--- config.mk ---
export PLATFORM = sky130hd
export DESIGN_NAME = regfile_wb_arbiter
export DESIGN_NICKNAME = d
export VERILOG_FILES = /design/src/rtl/regfile_wb_arbiter.sv
export SDC_FILE = /design/constraint.sdc
export NUM_CORES = 1
export LEC_CHECK = 0
export CAP_MARGIN = 20
export CORE_MARGIN = 5
export CORE_UTILIZATION = 58
export DETAILED_ROUTE_END_ITERATION = 8
export PLACE_DENSITY_LB_ADDON = 0.25
export SYNTH_ARGS = -nofsm -noshare
export SYNTH_HDL_FRONTEND = slang
export SYNTH_SLANG_ARGS = --single-unit
export TNS_END_PERCENT = 20
--- constraint.sdc ---
create_clock -name clk -period 6.97 [get_ports clk]
set_clock_uncertainty 0.2 [all_clocks]
set_input_delay 1.394 -clock clk [delete_from_list [all_inputs] [get_ports clk]]
set_output_delay 1.394 -clock clk [all_outputs]
set_load 0.02 [all_outputs]
--- src/rtl/regfile_wb_arbiter.sv ---
// Register-file writeback arbiter. Pipeline results win every cycle; long-latency results wait in a small FIFO.
// Pipe writes kill queued entries with the same address, and starvation of the queue raises stall_req.
module regfile_wb_arbiter #(
    parameter int DATA_W     = 32,
    parameter int ADDR_W     = 5,
    parameter int DEPTH      = 4,
    parameter int STARVE_LIM = 8
) (
    input  logic                       clk,
    input  logic                       rst,
    input  logic                       pipe_we,
    input  logic [ADDR_W-1:0]          pipe_waddr,
    input  logic [DATA_W-1:0]          pipe_wdata,
    input  logic                       lu_valid,
    input  logic [ADDR_W-1:0]          lu_waddr,
    input  logic [DATA_W-1:0]          lu_wdata,
    output logic                       lu_ready,
    input  logic [ADDR_W-1:0]          chk_addr,
    output logic                       chk_pending,
    output logic                       stall_req,
    output logic                       we,
    output logic [ADDR_W-1:0]          waddr,
    output logic [DATA_W-1:0]          wdata,
    output logic [$clog2(DEPTH):0]     count
);

    localparam int PTR_W = $clog2(DEPTH);
    localparam int CNT_W = PTR_W + 1;
    localparam int STV_W = 8;
    localparam logic [CNT_W-1:0] FULL_CNT = CNT_W'(DEPTH);
    localparam logic [STV_W-1:0] STV_MAX  = STV_W'(STARVE_LIM);

    logic [ADDR_W-1:0] q_addr [DEPTH];
    logic [DATA_W-1:0] q_data [DEPTH];
    logic [DEPTH-1:0]  q_live;
    logic [DEPTH-1:0]  live_next;
    logic [PTR_W-1:0]  head;
    logic [PTR_W-1:0]  tail;
    logic [STV_W-1:0]  starve_cnt;
    logic [STV_W-1:0]  starve_next;

    logic lu_fire;
    logic push;
    logic pop;
    logic pipe_wr;
    logic pend_hit;

    always_comb begin
        lu_ready = (count != FULL_CNT);
        lu_fire  = lu_valid & lu_ready;
        // Address-0 results are architecturally void: accept the handshake but drop them.
        push     = lu_fire & (lu_waddr != '0);
        pipe_wr  = pipe_we & (pipe_waddr != '0);
        pop      = ~pipe_we & (count != '0);
    end

    always_comb begin
        live_next = q_live;
        if (pipe_wr) begin
            for (int i = 0; i < DEPTH; i++) begin
                if (q_addr[i] == pipe_waddr) begin
                    live_next[i] = 1'b0;
                end
            end
        end
        if (pop) begin
            live_next[head] = 1'b0;
        end
        // Applied after the kill so a same-cycle younger lu result survives.
        if (push) begin
            live_next[tail] = 1'b1;
        end
    end

    always_comb begin
        pend_hit = 1'b0;
        for (int i = 0; i < DEPTH; i++) begin
            if (q_live[i] && (q_addr[i] == chk_addr)) begin
                pend_hit = 1'b1;
            end
        end
        chk_pending = pend_hit & (chk_addr != '0);
    end

    always_comb begin
        starve_next = starve_cnt;
        if ((count == '0) || pop) begin
            starve_next = '0;
        end else if (pipe_we && (starve_cnt != STV_MAX)) begin
            starve_next = starve_cnt + STV_W'(1);
        end
    end

    always_ff @(posedge clk) begin
        if (rst) begin
            we         <= 1'b0;
            waddr      <= '0;
            wdata      <= '0;
            stall_req  <= 1'b0;
            count      <= '0;
            head       <= '0;
            tail       <= '0;
            q_live     <= '0;
            starve_cnt <= '0;
        end else begin
            if (pipe_wr) begin
                we    <= 1'b1;
                waddr <= pipe_waddr;
                wdata <= pipe_wdata;
            end else if (pop && q_live[head]) begin
                we    <= 1'b1;
                waddr <= q_addr[head];
                wdata <= q_data[head];
            end else begin
                we    <= 1'b0;
            end

            q_live <= live_next;

            if (push) begin
                tail <= tail + PTR_W'(1);
            end
            if (pop) begin
                head <= head + PTR_W'(1);
            end

            case ({push, pop})
                2'b10:   count <= count + CNT_W'(1);
                2'b01:   count <= count - CNT_W'(1);
                default: count <= count;
            endcase

            starve_cnt <= starve_next;
            stall_req  <= (starve_next == STV_MAX);
        end
    end

    always_ff @(posedge clk) begin
        if (push) begin
            q_addr[tail] <= lu_waddr;
            q_data[tail] <= lu_wdata;
        end
    end

endmodule

# Word level (Yosys, flattened, before mapping)
# Memories as Yosys holds them, arrays and structs flattened. A register that Yosys moved wholly into a read port is not among the register bits.
# Index checks and enable logic that the tools add are counted.
# word_totals
mem_count	2
elab_cells	90
mem_bits_ro	0
ram_bits	148
output_inout_bits	44
ff_bits	58
latch_bits	0
# op_classes
multipliers	0
n_lt_le_gt_ge	4
add_sub_neg	5
n_eq_ne	13
n_div	0
shifts	0
reduce_logical	16
n_bitwise	9
mux	32
# mem_list
memory	words	width	read_ports	rd_clocked_by_memory_dff	wr	line	text
q_data	4	32	1	1	1	34	logic [DATA_W-1:0] q_data [DEPTH];
q_addr	4	5	5	1	1	33	logic [ADDR_W-1:0] q_addr [DEPTH];
# ops
op	count
$mux W32	2
$eq A5 B5 Y1	8
$mux W8	2
$mux W1	15
$reduce_bool A5 Y1	3
$mux W4	3
$mux W5	2
$add A8 B1 Y8 const B	1
$eq A8 B4 Y1 const B	1
$logic_and A1 B1 Y1	8
$mux W2	4
$ne A8 B4 Y1 const B	1
$lt A2 B3 Y1 const B	2
$pmux W3 S2	1
$and A1 B1 Y1	5
$add A2 B1 Y2 const B	2
$and A4 B4 Y4	1
$demux W1 S2	2
$ge A2 B1 Y1 const B	2
$not A4 Y4	1
$or A4 B4 Y4	1
$reduce_bool A2 Y1	2
$add A3 B1 Y3 const B	1
$logic_not A3 Y1	1
8 further kinds	8

# Longest topological paths before layout
# depth
depth_word	9
mapped_depth	11
ltp_nobuf	10

# Least setup slack after synthesis
# OpenSTA, ideal clock, no wires.
# synth_timing
path_kind	input -> output
from	input chk_addr[3]
to	output chk_pending
stages	6
t_required_ns	5.376
path_buffers	1
arrival_time_ns	2.365
slack_ns	3.011
path_cell_list	clkbuf_1 -> xor2_1 -> nor4_1 -> nand3_1 -> nand4_1 -> o21a_1
# synth_via
elab_chain_cells	7
# synth_lines
element	line	text
from (decl)	18	input logic [ADDR_W-1:0] chk_addr,
$eq A5 B5 Y1	78	if (q_live[i] && (q_addr[i] == chk_addr)) begin
$logic_and A1 B1 Y1	78	
$mux W1 (4 in a row)	78	
$and A1 B1 Y1 *	82	chk_pending = pend_hit & (chk_addr != '0);
to (decl)	19	output logic chk_pending,
# Mark *: on every way between the ends. The rest lies on a longest branch, timed or not.

# Worst setup path in the final report
# layout_timing
from	input chk_addr[1]
to	output chk_pending
# The elaborated chain is that of the path after synthesis.

==> key figures <==
Logic synthesis
  – Sequential element share of the synthesized area: 65.76%
  – Yosys Warn Count: 0
  – Synth top area share: 51.77%
  – Ranking of synthesized cells by area: edfxtp_1, dfxtp_1, mux4_2, a221o_1, xor2_1
  – Ys async rst share: 0%
  – Synth area leader: edfxtp_1
  – Synthesized flop and latch total: 208
  – Main synth FF type: edfxtp_1
  – Mean Syn Cell Area: 16.14 sq um
  – Synth unique cells: 48
  – EDFF count, synth: 148
  – Post-Syn Area: 8584 sq um
  – Gate Count Post-Synth: 532
  – Syn nets: 627

Critical path
  – CP Capture Type: output pin
  – Arr. time, crit path: 3.43 ns
  – Required @ worst endpoint: 5.38 ns
  – Chain of cells forming the critical path: clkdlybuf4s50_1 > xor2_1 > nor4_1 > nand3_1 > nand4_1 > o21a_1 > clkdlybuf4s50_1
  – Crit-path max cell delay: 0.60 ns
  – Worst-path fanout max: 5
  – Most frequent CP cell: clkdlybuf4s50_1
  – Crit start category: primary input
  – Critical-path top delay cell: clkdlybuf4s50_1
  – Setup Crit Path Kind: in2out

Floorplanning
  – Initial Util: 59.07%
  – Site row count: 44
  – Die area: 17330 sq um
  – IO Pins: 127
  – Die height: 131.7 um
  – Die width: 131.7 um
  – Area of the core: 14530 sq um

Hold path
  – Worst hold path class: reg2reg

Clock network
  – CTS tree: built
  – Root buf cell: clkbuf_16
  – Clock sinks: 208
  – Post-CTS Setup Bufs: 0
  – Post-CTS resize count: 0
  – Cts hold-fix bufs: 0
  – Clk pin slew, worst setup/hold paths: 0.06 ns
  – H-tree depth: 1
  – Bufs on Longest Clock Path: 3
  – CTS Buf Count: 21
  – Worst skew pair latency: 0.48 ns

Job
  – Max-cap violations: 0

STA
  – Final period util: 72.03%
  – Final hold vios: 0
  – RSZ-0062 raised after global routing: false
  – Final slew viol count: 0
  – Max Fclk: 199.2 MHz
  – Least-Margin Pin Slew: 1.046 ns
  – Setup TNS Final: 0 ns
  – Final setup viols: 0
  – Period minus WS final: 5.021 ns
  – Hold WS: 0.2830 ns
  – Worst rel slew slack: 30.25%

Route
  – Initial DRC Count: 353
  – Antenna viol nets, final: 0
  – Detailed-route wire length: 18070 um
  – DRC viols: 0
  – DR WL/cell: 21.34 um
  – Vias per cell: 5.968
  – Vias post-DR: 5055
  – First-pass iteration count of the detailed router: 5

Status
  – Status: finished clean

Global routing
  – First-pass GRT wire length: 28950 um
  – Largest net degree at the start of global routing: 38
  – Vias in the first global route: 5481
  – GR Overflow Total: 0
  – All-Layer GR Usage: 20.62%
  – Initial antenna violation count: 1

Cells and area
  – Layout cell share with drive strength beyond 1: 13.29%
  – Fillers: 963
  – Area delta synth->final: 22.36%
  – Post-route cell area: 10500 sq um
  – Multi-input logic area: 2695 sq um
  – Post-layout util: 72.27%
  – Reg area: 5648 sq um
  – Nets@finish: 745

Pwr
  – Max IR drop VDD: 228.7 uV
  – Leakage: 0.003485 uW
  – Power per cell area: 313.9 nW/um^2

Placed design
  – DP HPWL: 11580 um
  – Number of port buffers: 126
  – RD Place Congestion: 0.8580
  – Post-placement cell area: 9891 sq um
-- final cells by class --
cell class | instances | area share, %
clock inverter | 8 | 0.5956
timing repair buffer | 128 | 12.15
antenna | 1 | 0.02382
inverter | 11 | 0.3931
tap | 184 | 2.192
sequential | 208 | 53.77
multi-input combinational | 280 | 25.66
clock buffer | 27 | 5.217
-- through the flow --
step	cells	setup WS, ns	total power [uW]
2_1_floorplan	532	3.011	2070
3_3_place_gp	811	2.086	2286
3_5_place_dp	811	1.954	2308
4_1_cts	846	1.947	3331
5_1_grt	847	1.841	3444
6_report	847	1.949	3297
-- per-layer routing --
metal | share of wire (%) | wire, um | global-route usage [%] | vias up
li1 | - | - | - | 2289
met1 | 40 | 7289 | 26.56 | 2501
met2 | 50 | 8992 | 35.36 | 218
met3 | 7.0 | 1260 | 4.128 | 47
met4 | 2.9 | 531 | 6.743 | 0
met5 | 0 | 0 | 0 | -
-- cell usage after synthesis, types with 10 or more instances --
cell,number
a221o_1,32
ha_1,11
mux4_2,38
nand2_1,10
edfxtp_1,148
xor2_1,30
nor2b_1,37
xnor2_1,19
nor2_1,23
dfxtp_1,60
nand3_1,12
clkbuf_1,13
buf_2,10
inv_1,11
-- power breakdown --
part	leakage [uW]	internal, uW	switching [uW]
Sequential	0.00185	1470	116
Combinational	0.00133	379	309
Clock	0.000303	589	432
Total	0.00348	2440	857
-- final timing paths --
kind                     from     endpoint  slack (ns)  cells past startpoint
hold reg to reg     wdata[28]    wdata[28]        0.28                      1
hold / removal      wdata[28]    wdata[28]        0.28                      1
setup / recovery  chk_addr[1]  chk_pending        1.95                      7
setup reg to reg      head[0]    wdata[31]        4.20                      6
-- registers in the layout, indices dropped and copies added, names as in the netlist, named ones only --
register,cells
q_live,4
starve_cnt,8
head,2
wdata,32
stall_req,1
tail,2
q_addr,20
count,3
we,1
q_data,128
waddr,5
-- worst max-delay path, delay by kind of cell --
family	cells	cell delay, ns
buffers and inverters	2	1.14
AO/OA/AOI/OAI	1	0.12
XOR/XNOR	1	0.21
AND/OR/NAND/NOR	3	0.56
-- cells in the final DEF, fill, tap and decap left out, types with 4 or more instances in the layout --
cell type        count
clkbuf_1             6
nand2_1             10
xnor2_1             19
ha_1                11
mux4_2              38
a221o_2              5
and2_2               4
nor3_1               5
inv_1               11
a21oi_1              8
clkbuf_16           21
nor2b_1             37
nor2_1              23
a32oi_1              4
nor4_1               6
xor2_1              30
dfxtp_1             58
a221o_1             32
edfxtp_1           148
clkdlybuf4s50_1    126
clkinv_2             5
or4_2                4
nand3_1             12
or3_1                4
-- logic make-up after synthesis --
| logic type | Yosys count | share of synthesized area (%) |
|---|---|---|
| compound gates | 57 | 6.034 |
| buf+inv | 44 | 2.900 |
| xor+xnor | 49 | 4.999 |
| mux | 39 | 10.09 |
| simple gates | 123 | 8.381 |
| flops | 208 | 65.76 |
| fa+ha+maj | 12 | 1.836 |
(Power assumes the default switching activity.)
